--- src/rtl/uart_pkg.sv ---
// Shared constants, bit-timing helpers and FSM state types for uart_shift_link.
package uart_pkg;

  localparam int CLK_HZ    = 50_000_000;
  localparam int BAUD      = 115200;
  localparam int HDR_WIDTH = 640;

  // Bit period in clocks, truncated.
  function automatic int calc_bit_cyc(input int clk_hz, input int baud);
    return clk_hz / baud;
  endfunction

  // Half a bit period; used to land the start-bit check mid-bit.
  function automatic int calc_half_cyc(input int clk_hz, input int baud);
    return calc_bit_cyc(clk_hz, baud) / 2;
  endfunction

  localparam int BIT_CYC  = calc_bit_cyc(CLK_HZ, BAUD);
  localparam int HALF_CYC = calc_half_cyc(CLK_HZ, BAUD);

  typedef enum logic [1:0] {TX_IDLE, TX_START, TX_DATA, TX_STOP} tx_state_t;
  typedef enum logic [1:0] {RX_IDLE, RX_START, RX_DATA, RX_STOP} rx_state_t;

endpackage

--- src/rtl/uart_shift_link_shift_reg.sv ---
// Byte accumulator: shifts INPUT_WIDTH bits in at the LSB end on load.
// reset is active-low and asynchronous, matching the top-level reset.
module shift_reg #(
  parameter int INPUT_WIDTH = 8,
  parameter int DATA_WIDTH  = 640
) (
  output logic [DATA_WIDTH-1:0]  data_out,
  input  logic [INPUT_WIDTH-1:0] data_in,
  input  logic                   clock,
  input  logic                   load,
  input  logic                   shift_byte,
  input  logic                   reset
);

  logic [DATA_WIDTH-1:0] loaded;

  generate
    if (INPUT_WIDTH == DATA_WIDTH) begin : g_full
      assign loaded = data_in;
    end else begin : g_part
      assign loaded = {data_out[DATA_WIDTH-INPUT_WIDTH-1:0], data_in};
    end
  endgenerate

  // Accumulator register; load wins over the zero-fill byte shift.
  always_ff @(posedge clock or negedge reset) begin
    if (!reset) begin
      data_out <= '0;
    end else if (load) begin
      data_out <= loaded;
    end else if (shift_byte) begin
      data_out <= {data_out[DATA_WIDTH-9:0], 8'h00};
    end
  end

endmodule

--- src/rtl/uart_shift_link.sv ---
// uart_shift_link: 8N1 UART transceiver with a receive-side header accumulator.
// Optional macro UART_RX_SYNC_EN: adds a 2-flop synchronizer on rx (2 cycles latency).
//
// state    | meaning
// TX_IDLE  | line high, waiting for wr_en
// TX_START | driving start bit (0)
// TX_DATA  | driving 8 data bits LSB first
// TX_STOP  | driving stop bit (1)
// RX_IDLE  | waiting for a low on rx
// RX_START | waiting half a bit to confirm the start bit
// RX_DATA  | sampling 8 data bits mid-bit
// RX_STOP  | sampling the stop bit; good stop delivers the byte
module uart_shift_link #(
  parameter int CLK_HZ    = uart_pkg::CLK_HZ,
  parameter int BAUD      = uart_pkg::BAUD,
  parameter int HDR_WIDTH = uart_pkg::HDR_WIDTH
) (
  input  logic                 clk_50m,
  input  logic                 reset,
  input  logic                 rx,
  output logic                 tx,
  input  logic [7:0]           din,
  input  logic                 wr_en,
  output logic                 tx_busy,
  output logic [7:0]           dout,
  output logic                 rdy,
  input  logic                 rdy_clr,
  output logic [HDR_WIDTH-1:0] header_data
);
  import uart_pkg::*;

  localparam int BIT_N  = calc_bit_cyc(CLK_HZ, BAUD);
  localparam int HALF_N = calc_half_cyc(CLK_HZ, BAUD);
  localparam int CNT_W  = $clog2(BIT_N + 1);
  localparam logic [CNT_W-1:0] BIT_LAST  = CNT_W'(BIT_N - 1);
  localparam logic [CNT_W-1:0] HALF_LAST = CNT_W'(HALF_N - 1);
  localparam logic [CNT_W-1:0] CNT_ONE   = CNT_W'(1);

  tx_state_t        tx_state, tx_state_nx;
  logic [CNT_W-1:0] tx_cnt, tx_cnt_nx;
  logic [2:0]       tx_idx, tx_idx_nx;
  logic [7:0]       tx_shift, tx_shift_nx;

  rx_state_t        rx_state, rx_state_nx;
  logic [CNT_W-1:0] rx_cnt, rx_cnt_nx;
  logic [2:0]       rx_idx, rx_idx_nx;
  logic [7:0]       rx_byte, rx_byte_nx;
  logic             rx_s;
  logic             load;

`ifdef UART_RX_SYNC_EN
  logic [1:0] rx_sync;

  // Two-flop synchronizer, idles high so reset does not look like a start bit.
  always_ff @(posedge clk_50m or negedge reset) begin
    if (!reset) rx_sync <= 2'b11;
    else        rx_sync <= {rx_sync[0], rx};
  end
  assign rx_s = rx_sync[1];
`else
  assign rx_s = rx;
`endif

  // Transmit FSM state, bit timer, bit index and latched byte.
  always_ff @(posedge clk_50m or negedge reset) begin
    if (!reset) begin
      tx_state <= TX_IDLE;
      tx_cnt   <= '0;
      tx_idx   <= '0;
      tx_shift <= '0;
    end else begin
      tx_state <= tx_state_nx;
      tx_cnt   <= tx_cnt_nx;
      tx_idx   <= tx_idx_nx;
      tx_shift <= tx_shift_nx;
    end
  end

  // Transmit next-state and line drive; tx is decoded straight from state.
  always_comb begin
    tx_state_nx = tx_state;
    tx_cnt_nx   = tx_cnt;
    tx_idx_nx   = tx_idx;
    tx_shift_nx = tx_shift;
    tx          = 1'b1;
    case (tx_state)
      TX_IDLE: begin
        if (wr_en) begin
          tx_state_nx = TX_START;
          tx_cnt_nx   = BIT_LAST;
          tx_shift_nx = din;
        end
      end
      TX_START: begin
        tx = 1'b0;
        if (tx_cnt == '0) begin
          tx_state_nx = TX_DATA;
          tx_cnt_nx   = BIT_LAST;
          tx_idx_nx   = '0;
        end else begin
          tx_cnt_nx = tx_cnt - CNT_ONE;
        end
      end
      TX_DATA: begin
        tx = tx_shift[0];
        if (tx_cnt == '0) begin
          tx_cnt_nx   = BIT_LAST;
          tx_shift_nx = {1'b0, tx_shift[7:1]};
          if (tx_idx == 3'd7) tx_state_nx = TX_STOP;
          else                tx_idx_nx   = tx_idx + 3'd1;
        end else begin
          tx_cnt_nx = tx_cnt - CNT_ONE;
        end
      end
      TX_STOP: begin
        if (tx_cnt == '0) tx_state_nx = TX_IDLE;
        else              tx_cnt_nx   = tx_cnt - CNT_ONE;
      end
      default: tx_state_nx = TX_IDLE;
    endcase
  end

  assign tx_busy = (tx_state != TX_IDLE);

  // Receive FSM state, sample timer, bit index and assembling byte.
  always_ff @(posedge clk_50m or negedge reset) begin
    if (!reset) begin
      rx_state <= RX_IDLE;
      rx_cnt   <= '0;
      rx_idx   <= '0;
      rx_byte  <= '0;
    end else begin
      rx_state <= rx_state_nx;
      rx_cnt   <= rx_cnt_nx;
      rx_idx   <= rx_idx_nx;
      rx_byte  <= rx_byte_nx;
    end
  end

  // Receive next-state; load pulses for one cycle on a good stop bit.
  always_comb begin
    rx_state_nx = rx_state;
    rx_cnt_nx   = rx_cnt;
    rx_idx_nx   = rx_idx;
    rx_byte_nx  = rx_byte;
    load        = 1'b0;
    case (rx_state)
      RX_IDLE: begin
        if (!rx_s) begin
          rx_state_nx = RX_START;
          rx_cnt_nx   = HALF_LAST;
        end
      end
      RX_START: begin
        if (rx_cnt == '0) begin
          if (rx_s) begin
            rx_state_nx = RX_IDLE;
          end else begin
            rx_state_nx = RX_DATA;
            rx_cnt_nx   = BIT_LAST;
            rx_idx_nx   = '0;
          end
        end else begin
          rx_cnt_nx = rx_cnt - CNT_ONE;
        end
      end
      RX_DATA: begin
        if (rx_cnt == '0) begin
          rx_cnt_nx  = BIT_LAST;
          rx_byte_nx = {rx_s, rx_byte[7:1]};
          if (rx_idx == 3'd7) rx_state_nx = RX_STOP;
          else                rx_idx_nx   = rx_idx + 3'd1;
        end else begin
          rx_cnt_nx = rx_cnt - CNT_ONE;
        end
      end
      RX_STOP: begin
        if (rx_cnt == '0) begin
          load        = rx_s;
          rx_state_nx = RX_IDLE;
        end else begin
          rx_cnt_nx = rx_cnt - CNT_ONE;
        end
      end
      default: rx_state_nx = RX_IDLE;
    endcase
  end

  // Delivered byte and sticky ready; a new byte beats a same-cycle clear.
  always_ff @(posedge clk_50m or negedge reset) begin
    if (!reset) begin
      dout <= '0;
      rdy  <= 1'b0;
    end else if (load) begin
      dout <= rx_byte;
      rdy  <= 1'b1;
    end else if (rdy_clr) begin
      rdy  <= 1'b0;
    end
  end

  shift_reg #(
    .INPUT_WIDTH(8),
    .DATA_WIDTH (HDR_WIDTH)
  ) u_hdr (
    .data_out  (header_data),
    .data_in   (rx_byte),
    .clock     (clk_50m),
    .load      (load),
    .shift_byte(1'b0),
    .reset     (reset)
  );

endmodule

--- config.mk ---
export PLATFORM = sky130hd
export DESIGN_NAME = uart_shift_link
export DESIGN_NICKNAME = d
export VERILOG_FILES = /design/src/rtl/uart_pkg.sv /design/src/rtl/uart_shift_link_shift_reg.sv /design/src/rtl/uart_shift_link.sv
export SDC_FILE = /design/constraint.sdc
export NUM_CORES = 1
export LEC_CHECK = 0
export ABC_AREA = 1
export BUFFER_PORTS_ARGS = -buffer_cell sky130_fd_sc_hd__buf_4
export CORE_AREA = 2 2 262 264
export CTS_CLUSTER_SIZE = 16
export DETAILED_ROUTE_END_ITERATION = 7
export DIE_AREA = 0 0 264 266
export PLACE_DENSITY_LB_ADDON = 0.05
export SYNTH_ARGS = -nofsm -noshare
export SYNTH_HDL_FRONTEND = slang
export SYNTH_SLANG_ARGS = --single-unit
--- constraint.sdc ---
create_clock -name clk_50m -period 2.3 [get_ports clk_50m]
set_input_delay 0.23 -clock clk_50m [delete_from_list [all_inputs] [get_ports clk_50m]]
set_output_delay 0.23 -clock clk_50m [all_outputs]
set_load 0.03 [all_outputs]
==> flow_metrics.py, run 1 <==
metrics = {
    "yosys": {
        "ys_top_cells_by_count": "nand2_1 (736), dfrtp_1 (685), inv_1 (684), o21ai_1 (452), o21ai_0 (137)",
        "yosysWarnings": 0,
        "synthCells": 3052,
        "synthSimpleGateAreaFrac_pct": 10.99,
        "synth_seq_cells": 685,
        "avgSynthCellArea_sq_um": 9.305,
        "synth_compound_area_share_pct": 13.34,
        "synthArstFlopShare_pct": 100.0,
        "synth_top_cell_area_share_pct": 60.36,
        "synth_top_family_by_area": "buffers and inverters",
        "synthMuxAreaShare_pct": 0.2467,
        "synth_fa_ha_area_share_pct": 0.7049,
        "synthXorXnorAreaFrac_pct": 0.1234,
        "synth_edf_count": 0,
        "yosysUniqueCellTypes": 29,
        "synth_area_leaders": "dfrtp_1 (60%), nand2_1 (9.7%), inv_1 (9.0%)",
        "synth_ff_type": "dfrtp_1",
        "synthMostInstantiatedCell": "nand2_1",
        "syn_nets": 3081,
        "syn_area_sq_um": 28400,
        "yosysSeqAreaShare_pct": 60.36,
        "yosysTopAreaCell": "dfrtp_1",
    },
    "critical_path": {
        "end_kind": "output pin",
        "crit_chain": "inv_1 -> ha_1 -> buf_4 -> nand2_1 -> nand2_1 -> buf_4",
        "cp_max_fo": 11,
        "cpMaxStageDelayCell": "dfrtp_1",
        "rr_startpoint": "rx_cnt[0]$_DFFE_PN0P_",
        "critPathKind": "register to output pin",
        "worstPathRequired_ns": 2.07,
        "start_kind": "register",
        "arrival_ns": 1.91,
        "slowest_delay_ns": 0.42,
        "worstSetupStartpoint": "tx_state[0]$_DFFE_PN0P_",
    },
    "sta": {
        "rsz0062_at_grt": "false",
        "setup_ws_ns": 0.1552,
        "fmax_mhz": 466.2,
        "hold_violations": 0,
        "slew_headroom_pct": 47.86,
        "clock_skew_ns": 0.01774,
        "drv_slew": 0,
        "tightest_slew_ns": 0.7822,
        "finalCritPeriodShare_pct": 93.25,
        "fin_setup_tns_ns": 0,
        "finalSetupViolCount": 0,
        "period_minus_slack_ns": 2.145,
    },
    "power_and_ir_drop": {
        "p_per_area_nw_per_um2": 739.4,
        "power_leakage_nw": 16.77,
        "total_power_mw": 26.86,
        "ir_drop_uv": 610.0,
    },
    "cells_and_area": {
        "fillers": 6308,
        "diodes": 0,
        "design_area_sq_um": 36330,
        "area_growth_pct": 27.92,
        "drive_above_1_share_pct": 24.55,
        "finalNetCount": 3728,
    },
    "floorplan": {
        "die-area_sq_um": 70220,
        "die_w_um": 264,
        "initial_utilization_pct": 41.92,
        "ios": 664,
        "rows": 96,
        "core_sq_um": 67750,
        "fp.dieH_um": 266,
    },
    "cts": {
        "clkSinkCount": 685,
        "htreeDepth": 3,
        "post-cts-setup-buffers": 0,
        "clockBufferDepth": 3,
        "path_clk_slew_ns": 0.06,
        "cts_made_buffers": 76,
        "root_buffer": "clkbuf_16",
        "cts_tree": "done",
        "clock_latency_ns": 0.61,
    },
    "drt": {
        "ant_nets": 0,
        "vias": 21569,
        "dr.pass1.iters": 8,
        "drtIter0Drc": 1927,
        "wl_per_cell_um": 18.12,
        "routed_wl_um": 83860,
        "drc": 0,
        "vias_per_cell": 4.660,
    },
    "global_routing": {
        "grt_pass1_wl_um": 127100,
        "first_global_vias": 20853,
        "antenna_found_initial": 0,
        "grt-ovfl-total": 0,
        "grt_use_total_pct": 23.38,
        "grt_start_max_net_pins": 135,
    },
    "placed_design": {
        "pre_cts_ws_ns": 0.1362,
        "dp_hpwl_um": 62020,
        "io_buffers": 663,
        "dpl_cell_area_sq_um": 33690,
        "place.gp.congestion": 0.8549,
    },
    "status": {
        "status": "complete, no violations",
    },
    "worst_hold_path": {
        "hp-class": "input pin to asynchronous set/reset pin",
    },
    "run": {
        "cap_violations": 0,
    },
}
timing repair:
item	CTS	global route
hold endpoints to repair	427	0
gates resized for setup	1	4
hold buffers	11	0
endpoints found under the setup margin	1	98
cloned	0	2
worst paths after layout:
| kind | end | slack (ns) | depth (start not counted) |
|---|---|---|---|
| min in group clk_50m | tx_state[0]$_DFFE_PN0P_ | 0.19 | 5 |
| hold / removal | u_hdr.data_out[508]$_DFFE_PN0P_ | 0.07 | 2 |
| setup reg to reg | u_hdr.data_out[431]$_DFFE_PN0P_ | 0.25 | 11 |
| setup / recovery | tx | 0.16 | 6 |
| max in group asynchronous | u_hdr.data_out[335]$_DFFE_PN0P_ | 1.13 | 4 |
| hold reg to reg | tx_idx[1]$_DFFE_PN0P_ | 0.48 | 2 |
cell type report:
| cell class | count | area [sq um] | area share (%) |
|---|---|---|---|
| Sequential cell | 685 | 17140 | 47.19 |
| Multi-Input combinational cell | 1528 | 7222 | 19.88 |
| Timing Repair Buffer | 722 | 5826 | 16.04 |
| Inverter | 686 | 2576 | 7.092 |
| Clock buffer | 109 | 2240 | 6.165 |
| Tap cell | 882 | 1104 | 3.038 |
| Clock inverter | 17 | 219.0 | 0.6027 |
per-stage QoR:
step	utilization, %	hold WS, ns	instances
floorplan	-	-0.06559	3052
global placement	49.72	0.1018	4490
detailed placement	49.72	0.1075	4490
CTS	53.52	0.04822	4627
global route	53.62	0.07288	4629
finish	53.62	0.07458	4629
power by group:
group / switching (mW) / leakage, nW / internal, mW
Clock: 4.81 / 1.21 / 7.28
Combinational: 1.54 / 6.04 / 0.727
Sequential: 0.198 / 9.52 / 12.3
Total: 6.55 / 16.8 / 20.3
metal layers:
| layer | share of wire, % | track usage (%) | vias to the layer above |
|---|---|---|---|
| met3 | 6.0 | 6.081 | 129 |
| met1 | 41 | 28.97 | 10362 |
| met5 | 0 | 0 | - |
| li1 | - | - | 10563 |
| met4 | 2.8 | 7.033 | 0 |
| met2 | 50 | 40.18 | 515 |
cell families after synthesis:
group,count (synthesis)
buffers and inverters,839
muxes,7
DFF,685
adders and majority gates,16
xor gates and xnor gates,4
AOI/OAI and AO/OA,689
and+or+nand+nor,812
registers in the layout, summed over array words and instances, names as in the netlist, 2 cells and up, named ones only:
name,count
tx_state,2
rx_idx,3
u_hdr.data_out,640
tx_shift,8
rx_byte,8
rx_cnt,9
tx_cnt,9
tx_idx,3
cells in the final DEF (no fill, tap or decap), drive strengths merged, types with 5 or more instances in the layout:
cell | Yosys | layout
nor2 | 38 | 38
buf | 134 | 709
clkbuf | 19 | 111
dfrtp | 685 | 685
inv | 685 | 686
ha | 16 | 16
nand3 | 30 | 30
clkinv | 1 | 10
bufinv | 0 | 5
o21ai | 678 | 678
a21oi | 9 | 9
nand2 | 738 | 738
mux2i | 7 | 7
dlygate4sd3 | 0 | 11
worst max-delay path: cells and delay by family, from the launching register on:
family	cells	cell delay (ns)
flip-flops	1	0.42
buffers and inverters	3	0.52
AND/OR/NAND/NOR	2	0.15
adder cells (fa/ha/maj)	1	0.21
Power figures use the tool's default switching activity.
==> run 2, diff against run 1 <==
clock period = 2.05 ns   (was 2.3 ns; I/O delays follow)
==> flow_metrics.py, run 2 (same netlist as run 1, synthesis figures left out) <==
metrics = {
    "status": {
        "status": "complete, no violations",
    },
    "cts": {
        "root_buffer": "clkbuf_16",
        "clockBufferDepth": 3,
        "htreeDepth": 3,
        "cts_made_buffers": 76,
        "cts_tree": "done",
        "path_clk_slew_ns": 0.06,
        "clock_latency_ns": 0.61,
        "clkSinkCount": 685,
    },
    "critical_path": {
        "cp_max_fo": 11,
        "crit_chain": "inv_2 -> ha_4 -> buf_8 -> nand2_1 -> nand2_2 -> buf_6",
        "arrival_ns": 1.76,
        "path_depth": 6,
        "end_kind": "output pin",
        "worstPathRequired_ns": 1.85,
        "path_buf_inv": 3,
        "slowest_delay_ns": 0.42,
        "start_kind": "register",
        "reg2regPathDepth": 11,
        "critPathKind": "register to output pin",
        "cpMaxStageDelayCell": "dfrtp_1",
        "critPathTopFamily": "flip-flops",
    },
    "drt": {
        "dr.pass1.iters": 5,
        "drc": 0,
        "drtIter0Drc": 1389,
        "routed_wl_um": 83890,
        "vias": 21533,
        "vias_per_cell": 4.612,
        "wl_per_cell_um": 17.97,
        "ant_nets": 0,
    },
    "cells_and_area": {
        "reg_top3": "u_hdr.data_out: 640 flops, rx_cnt: 9 flops, tx_cnt: 9 flops",
        "final_common_cell": "nand2_1",
        "fin_cells": 4669,
        "fillers": 6240,
        "diodes": 0,
        "design_area_sq_um": 36840,
        "drive_above_1_share_pct": 25.67,
        "top_register": "u_hdr.data_out",
        "mostFrequentLayoutCells": "nand2_1 (732), buf_4 (696), dfrtp_1 (685), inv_1 (680), o21ai_1 (456)",
        "finalNetCount": 3754,
        "largest_reg_flops": 640,
        "area_growth_pct": 29.73,
    },
    "sta": {
        "tightest_slew_ns": 0.5520,
        "drv_slew": 0,
        "slew_headroom_pct": 63.20,
        "hold_violations": 0,
        "finalSetupViolCount": 0,
        "period_minus_slack_ns": 1.965,
        "holdWs_ns": 0.1692,
        "fin_setup_tns_ns": 0,
        "fmax_mhz": 509.0,
        "rsz0062_at_grt": "true",
        "clock_skew_ns": 0.01595,
        "finalCritPeriodShare_pct": 95.84,
    },
    "floorplan": {
        "die_w_um": 264,
        "initial_utilization_pct": 41.92,
        "die-area_sq_um": 70220,
        "core_sq_um": 67750,
        "ios": 664,
        "rows": 96,
        "fp.dieH_um": 266,
    },
    "power_and_ir_drop": {
        "power_leakage_nw": 17.04,
        "ir_drop_uv": 535.6,
        "total_power_mw": 30.78,
        "p_per_area_nw_per_um2": 835.4,
    },
    "placed_design": {
        "dp.cells": 4507,
        "dpl_cell_area_sq_um": 33890,
        "dp_hpwl_um": 62130,
        "io_buffers": 663,
        "place.gp.congestion": 0.8622,
    },
    "global_routing": {
        "grt-ovfl-total": 0,
        "grt_start_max_net_pins": 84,
        "antenna_found_initial": 0,
        "first_global_vias": 21091,
        "grt_pass1_wl_um": 126600,
        "grt_use_total_pct": 23.37,
    },
    "run": {
        "cap_violations": 0,
    },
    "worst_hold_path": {
        "hp-class": "input pin to asynchronous set/reset pin",
    },
}
[run 2: timing repair]
action                     4_1_cts  5_1_grt
gates resized for setup          8       16
buffers inserted                 3        3
hold buffers                    11        0
cloned                           0        5
hold endpoints to repair       170        0
setup endpoints to repair        1      184
[run 2: through the flow]
stage | setup slack, ns | utilization (%)
after floorplan | 0.2874 | -
after global placement | 0.1344 | 50.02
after detailed placement | 0.09025 | 50.02
after CTS | 0.01283 | 54.10
after global routing | -0.03447 | 54.38
final | 0.08521 | 54.38
[run 2: final timing paths]
| check | start | to | slack [ns] |
|---|---|---|---|
| max | tx_state[0]$_DFFE_PN0P_ | tx | 0.09 |
| min | reset | u_hdr.data_out[540]$_DFFE_PN0P_ | 0.17 |
| max reg2reg | rx_cnt[0]$_DFFE_PN0P_ | u_hdr.data_out[329]$_DFFE_PN0P_ | 0.11 |
| min reg2reg | tx_shift[1]$_DFFE_PN0P_ | tx_shift[1]$_DFFE_PN0P_ | 0.49 |
| max in group asynchronous | reset | u_hdr.data_out[108]$_DFFE_PN0P_ | 1.02 |
| min in group clk_50m | wr_en | tx_state[0]$_DFFE_PN0P_ | 0.18 |
[run 2: worst reg2reg max path: stages, from the launching register on]
cell and delay, ns:
dfrtp_1 0.39, inv_1 0.10, ha_2 0.20, nand2_2 0.08, nor2_4 0.13, nand2_2 0.08, clkinv_2 0.07, nand3_4 0.14
buf_12 0.21, buf_12 0.23, nand2_1 0.12, o21ai_1 0.07
[run 2: power by group]
group | leakage (nW) | internal (mW) | switching (mW)
Clock | 1.29 | 8.48 | 5.57
Combinational | 6.22 | 0.940 | 1.76
Sequential | 9.52 | 13.8 | 0.221
Total | 17.0 | 23.2 | 7.55
[run 2: metal layers]
layer | track usage (%) | share of wire [%] | vias to the layer above
li1 | - | - | 10614
met1 | 27.99 | 40 | 10177
met2 | 38.71 | 48 | 573
met3 | 7.144 | 7.2 | 169
met4 | 10.80 | 4.7 | 0
met5 | 0 | 0 | -
[run 2: layout make-up]
type                       instances  area, sq um  area share [%]
clock buffer                     111         2276           6.178
inverter                         686         2576           6.993
timing repair buffer             748         6167           16.74
multi-input combinational       1528         7249           19.68
sequential                       685        17140           46.53
clock inverter                    29        326.6          0.8864
tap                              882         1104           2.996
